===== config.mk =====
export PLATFORM = sky130hd
export DESIGN_NAME = wb_sdram_arbiter
export DESIGN_NICKNAME = d
export VERILOG_FILES = /design/src/rtl/wb_sdram_arbiter.sv
export SDC_FILE = /design/constraint.sdc
export NUM_CORES = 1
export LEC_CHECK = 0
export BUFFER_PORTS_ARGS = -buffer_cell sky130_fd_sc_hd__buf_2
export CAP_MARGIN = 20
export CORE_AREA = 3 3 118 120
export DETAILED_ROUTE_END_ITERATION = 8
export DIE_AREA = 0 0 121 123
export PLACE_DENSITY_LB_ADDON = 0.12
export REMOVE_ABC_BUFFERS = 1
export SLEW_MARGIN = 40
export SYNTH_ARGS = -nofsm -noshare
export SYNTH_HDL_FRONTEND = slang
export SYNTH_SLANG_ARGS = --single-unit

===== constraint.sdc =====
create_clock -name sys_clk -period 2.32 [get_ports sys_clk]
set_input_delay 0.348 -clock sys_clk [delete_from_list [all_inputs] [get_ports sys_clk]]
set_output_delay 0.348 -clock sys_clk [all_outputs]
set_load 0.05 [all_outputs]

===== src/rtl/wb_sdram_arbiter.sv =====
// wb_sdram_arbiter: round-robin two-master Wishbone arbiter for the SDRAM slave port, with per-access watchdog
module wb_sdram_arbiter #(
  parameter int dw      = 32,
  parameter int AW      = 26,
  parameter int TIMEOUT = 64
) (
  input  logic            sys_clk,
  input  logic            RESET,
  input  logic            m0_cyc_i,
  input  logic            m0_stb_i,
  input  logic            m0_we_i,
  input  logic [AW-1:0]   m0_addr_i,
  input  logic [dw-1:0]   m0_dat_i,
  input  logic [dw/8-1:0] m0_sel_i,
  input  logic [2:0]      m0_cti_i,
  output logic [dw-1:0]   m0_dat_o,
  output logic            m0_ack_o,
  output logic            m0_err_o,
  input  logic            m1_cyc_i,
  input  logic            m1_stb_i,
  input  logic            m1_we_i,
  input  logic [AW-1:0]   m1_addr_i,
  input  logic [dw-1:0]   m1_dat_i,
  input  logic [dw/8-1:0] m1_sel_i,
  input  logic [2:0]      m1_cti_i,
  output logic [dw-1:0]   m1_dat_o,
  output logic            m1_ack_o,
  output logic            m1_err_o,
  output logic            s_cyc_o,
  output logic            s_stb_o,
  output logic            s_we_o,
  output logic [AW-1:0]   s_addr_o,
  output logic [dw-1:0]   s_dat_o,
  output logic [dw/8-1:0] s_sel_o,
  output logic [2:0]      s_cti_o,
  input  logic [dw-1:0]   s_dat_i,
  input  logic            s_ack_i,
  output logic [1:0]      gnt_o
);
  localparam int CW = TIMEOUT > 0 ? $clog2(TIMEOUT + 1) : 1;
  typedef enum logic [1:0] {IDLE, GNT0, GNT1} state_t;
  state_t state, next_state;
  logic last_gnt;
  logic [CW-1:0] cnt;
  logic g0, g1, timeout;
  assign g0 = state == GNT0;
  assign g1 = state == GNT1;
  assign gnt_o = {g1, g0};
  assign s_cyc_o  = g0 ? m0_cyc_i  : g1 ? m1_cyc_i  : 1'b0;
  assign s_stb_o  = g0 ? m0_stb_i  : g1 ? m1_stb_i  : 1'b0;
  assign s_we_o   = g0 ? m0_we_i   : g1 ? m1_we_i   : 1'b0;
  assign s_addr_o = g0 ? m0_addr_i : g1 ? m1_addr_i : '0;
  assign s_dat_o  = g0 ? m0_dat_i  : g1 ? m1_dat_i  : '0;
  assign s_sel_o  = g0 ? m0_sel_i  : g1 ? m1_sel_i  : '0;
  assign s_cti_o  = g0 ? m0_cti_i  : g1 ? m1_cti_i  : 3'b000;
  assign m0_dat_o = s_dat_i;
  assign m1_dat_o = s_dat_i;
  // an ack in the final watchdog cycle wins, so timeout already excludes it
  assign timeout  = (TIMEOUT != 0) && s_stb_o && !s_ack_i && cnt == CW'(TIMEOUT - 1);
  assign m0_ack_o = g0 & s_ack_i;
  assign m1_ack_o = g1 & s_ack_i;
  assign m0_err_o = g0 & timeout;
  assign m1_err_o = g1 & timeout;
  always_comb begin
    next_state = state;
    case (state)
      IDLE:    next_state = (m0_cyc_i && (!m1_cyc_i || last_gnt)) ? GNT0 : m1_cyc_i ? GNT1 : IDLE;
      GNT0:    next_state = (!m0_cyc_i || timeout) ? IDLE : GNT0;
      GNT1:    next_state = (!m1_cyc_i || timeout) ? IDLE : GNT1;
      default: next_state = IDLE;
    endcase
  end
  always_ff @(posedge sys_clk or posedge RESET) begin
    if (RESET) begin
      state    <= IDLE;
      last_gnt <= 1'b1;
      cnt      <= '0;
    end else begin
      state <= next_state;
      if (state != IDLE && next_state == IDLE) last_gnt <= g1;
      cnt <= (TIMEOUT == 0 || next_state != state || !s_stb_o || s_ack_i) ? '0 : cnt + 1'b1;
    end
  end
endmodule


### Word-level counts from Yosys, hierarchy flattened

Cells that the tools add are included.

| cells by class | value |
|---|---|
| muxes and demuxes | 20 |
| reductions and logical operators | 16 |
| add/sub/neg operators | 1 |
| equality and inequality tests | 4 |
| bitwise operators | 4 |

Operators by type and width:

| operator | number |
|---|---|
| two-way mux 32 bit | 2 |
| two-way mux 26 bit | 2 |
| two-way mux 4 bit | 2 |
| adder 7 x 1 -> 7 bit (second input constant) | 1 |
| == test 7 x 6 -> 1 bit (second input constant) | 1 |
| two-way mux 1 bit | 7 |
| two-way mux 7 bit | 1 |
| two-way mux 2 bit | 3 |
| two-way mux 3 bit | 2 |
| one-hot mux 2 bit (3 select lines) | 1 |
| logical OR 1 bit | 5 |
| AND 1 bit | 4 |
| logical AND 1 bit | 4 |
| logical NOT 1 bit | 4 |
| logical NOT 2 bit | 2 |
| == test 2 x 1 -> 1 bit (second input constant) | 1 |
| == test 2 bit (second input constant) | 1 |
| != test 2 bit | 1 |
| nonzero test 2 bit | 1 |

| word-level totals | value |
|---|---|
| bits in registers | 10 |

### Longest topological paths before layout

| depth | value |
|---|---|
| depth in word-level cells | 12 |
| depth in mapped cells | 6 |
| gate-level depth less buffers | 4 |

### Worst setup path before layout

OpenSTA, ideal clock, no wires.

| timing | value |
|---|---|
| path kind | flip-flop to output port |
| from | reg cnt[0] |
| to | out m0_err_o |
| stages on the path, launching flop included | 5 |
| slack | 0.036 ns |
| buffers on the path | 0 |
| required time | 1.972 ns |
| data arrival time | 1.936 ns |
| path through | dfrtp_1 > ha_1 > and4_1 > o211ai_1 > nor3_1 |

| on the way | value |
|---|---|
| word-level cells in the longest chain between the ends | 3 |

RTL lines:

| element | RTL line | RTL |
|---|---|---|
| from (decl) | 44 | `logic [CW-1:0] cnt;` |
| from (signal assigned) | 81 | `cnt <= (TIMEOUT == 0 \|\| next_state != state \|\| !s_stb_o \|\| s_ack_i) ? '0 : cnt + 1'b1;` |
| == test 7 x 6 -> 1 bit | 59 | `assign timeout = (TIMEOUT != 0) && s_stb_o && !s_ack_i && cnt == CW'(TIMEOUT - 1);` |
| logical AND 1 bit | 59 |  |
| AND 1 bit | 62 | `assign m0_err_o = g0 & timeout;` |
| to (decl) | 18 | `output logic m0_err_o,` |

Every way passes these cells.

### Worst setup path in the final report

| timing | value |
|---|---|
| from | reg state[1] |
| to | out s_dat_o[23] |

| on the way | value |
|---|---|
| word-level cells in the longest chain between the ends | 3 |

RTL lines:

| element | RTL line | RTL |
|---|---|---|
| from (decl) | 42 | `state_t state, next_state;` |
| from (signal assigned) | 79 | `state <= next_state;` |
| == test 2 bit | 47 | `assign g1 = state == GNT1;` |
| two-way mux 32 bit | 53 | `assign s_dat_o = g0 ? m0_dat_i : g1 ? m1_dat_i : '0;` |
| two-way mux 32 bit (*) | 53 |  |
| to (decl) | 33 | `output logic [dw-1:0] s_dat_o,` |

Mark *: on every way between the ends. The rest lies on a longest branch, timed or not.

==> results.yml <==
outcome:
  outcome: "complete, no violations"
place:
  placed_cells: 524
  portBuffers: 212
  place_area_mm2: 0.00261
  hpwlAfterDp_mm: 10.4
  routabilityCongestion: 0.749
layout:
  area_growth_pct: 46.1
  final_cell_mix: "212 x buf_2, 67 x a22o_1, 9 x dfrtp_1, 5 x nor4_1"
  final_area_mm2: 0.00269
  nFillCells: 1487
  final_cells: 528
  layout-drive-gt1-share: 0.653
  fin_util: 0.205
  final_nets: 525
  final_common_cell: "buf_2"
  diodes: 0
route:
  firstDrtPassIters: 4
  via_per_inst: 4.36
  vias: 2301
  wl_mm: 12.4
  wl_per_cell_um: 23.4
  drt_iter0_drc: 95
  drcViolationCount: 0
  postRouteAntennaNets: 0
clock_tree:
  htree_levels: 1
  numCtsBuffers: 3
  insertion_delay_ns: 0.24
  path_clk_slew_ns: 0.04
  cts.path.max_buffers: 2
  postCtsSetupBuffers: 0
  cts_root_buffer: "clkbuf_16"
  holdBufCountCts: 0
  cts.sinks: 10
  cts_tree: "built"
  cts_resized: 0
yosys:
  syn_area_mm2: 0.00184
  ys_ff_latch: 10
  netlist_instances: 214
  ys_types: 43
  async_flop_share: 1.00
  seq_area_frac_synth: 0.137
  postSynthAreaPerCell_um2: 8.60
  yosysWarnings: 0
  synth_edf_count: 0
  synth_top_flop_cell: "dfrtp_1"
sta:
  timing.fmax_mhz: 458
  period_share: 0.941
  whs_ns: 0.0953
  tightestPinTransition_ns: 0.514
  grt_setup_unrepaired: "false"
  setup_viol: 0
  skew_ns: 0.00477
  drv_slew: 0
  fin_crit_ns: 2.18
  max-slew-margin-rel: 0.655
  finalHoldViolCount: 0
pwr:
  seqPwrFrac: 0.094
  ir_worst_vdd_uv: 312
  finalPower_mw: 2.39
  p_sw_frac: 0.609
  p_int_mw: 0.934
  p_leak_nw: 1.48
  switchingPower_mw: 1.45
  power_density_mw_per_mm2: 888
  pwr-share-clk: 0.129
  p_comb_frac: 0.777
setup_path:
  cp-end-kind: "output pin"
  worst-path-max-fanout: 22
  cp-start-kind: "flop"
  critPathRequiredTime_ns: 1.97
  crit_arrival_ns: 1.84
  crit_type: "reg -> out"
floorplanning:
  core_area_mm2: 0.0131
  fp-row-count: 42
  die_y_um: 123
  die_w_um: 121
  die_area_mm2: 0.0149
  start_util: 0.141
  ios: 309
grt:
  grt-ovfl-total: 0
  busiest_layer: "met2"
  grt_pass1_vias: 2218
  grt_usage: 0.148
  grt_util_met1: 0.176
  grt_max_degree: 46
  grt_pass1_wl_mm: 16.1
  grt_antenna_before_repair: 2
  grt_use_met2: 0.230
  use_met3: 0.0961
job:
  drv_cap: 0
min_path:
  hp-class: "in -> async"
==> registers in the layout, summed over array words and instances, names as in the netlist <==
name and cells:
cnt 7, last_gnt 1, state 2
==> cell families (layout without fill, tap and decap cells) <==
family,Yosys count,in the layout,synth area share
buffers and inverters,89,227,0.333
DFF,10,10,0.137
adders and majority gates,1,1,0.00680
and+or+nand+nor,30,30,0.126
AOI/OAI and AO/OA,81,81,0.383
xor gates and xnor gates,3,3,0.0143
==> layout make-up <==
cell class | instances | area (um2) | area share
tap | 176 | 220 | 0.0819
sequential | 10 | 251 | 0.0935
timing repair buffer | 218 | 1130 | 0.421
inverter | 5 | 18.8 | 0.00698
clock buffer | 4 | 78.8 | 0.0293
multi-input combinational | 115 | 988 | 0.368
==> per-stage QoR <==
step	setup TNS (ns)	setup WS [ns]
finish	0	0.137
CTS	0	0.0923
global placement	0	0.412
detailed placement	0	0.351
floorplan	-154.13	-2.44
global route	0	0.0244
==> cell usage after synthesis, types with 3 or more instances <==
cell type | number | area share
inv_1 | 4 | 0.0082
buf_4 | 66 | 0.27
clkbuf_1 | 5 | 0.010
buf_6 | 3 | 0.018
nor2b_1 | 3 | 0.010
dfrtp_1 | 9 | 0.12
a22o_1 | 67 | 0.32
nor4_1 | 5 | 0.017
o21ai_0 | 3 | 0.0082
buf_2 | 7 | 0.019
buf_1 | 3 | 0.0061
==> worst max-delay path: stages (launching register included) <==
cell and delay, ns:
dfrtp_1 0.55, nor2b_4 0.30, buf_4 0.29, a22o_1 0.18
buf_2 0.28
==> power groups by stage <==
| stage | sequential, mW | combinational, mW | clock [mW] |
|---|---|---|---|
| after floorplan | 0.224 | 1.33 | 0 |
| after global placement | 0.225 | 1.88 | 0 |
| after detailed placement | 0.226 | 1.87 | 0 |
| after CTS | 0.224 | 1.88 | 0.315 |
| after global routing | 0.227 | 1.94 | 0.330 |
| final | 0.224 | 1.86 | 0.308 |
==> worst paths after layout <==
kind                           from     endpoint  slack, ns  cells past startpoint
max in group asynchronous     RESET     last_gnt       1.89                      2
setup / recovery           state[1]  s_dat_o[23]       0.14                      4
min in group sys_clk         cnt[0]       cnt[0]       0.47                      1
hold / removal                RESET       cnt[0]        0.1                      2
hold reg to reg              cnt[0]       cnt[0]       0.47                      1
setup reg to reg             cnt[0]       cnt[3]       0.69                      4
==> layer usage <==
metal / share of wire / up-vias
met1: 0.38 / 1097
met3: 0.14 / 13
met2: 0.46 / 168
li1: - / 1017
met5: 0.0071 / -
met4: 0.0067 / 6
Note: power is estimated with default switching activity, not from simulation.
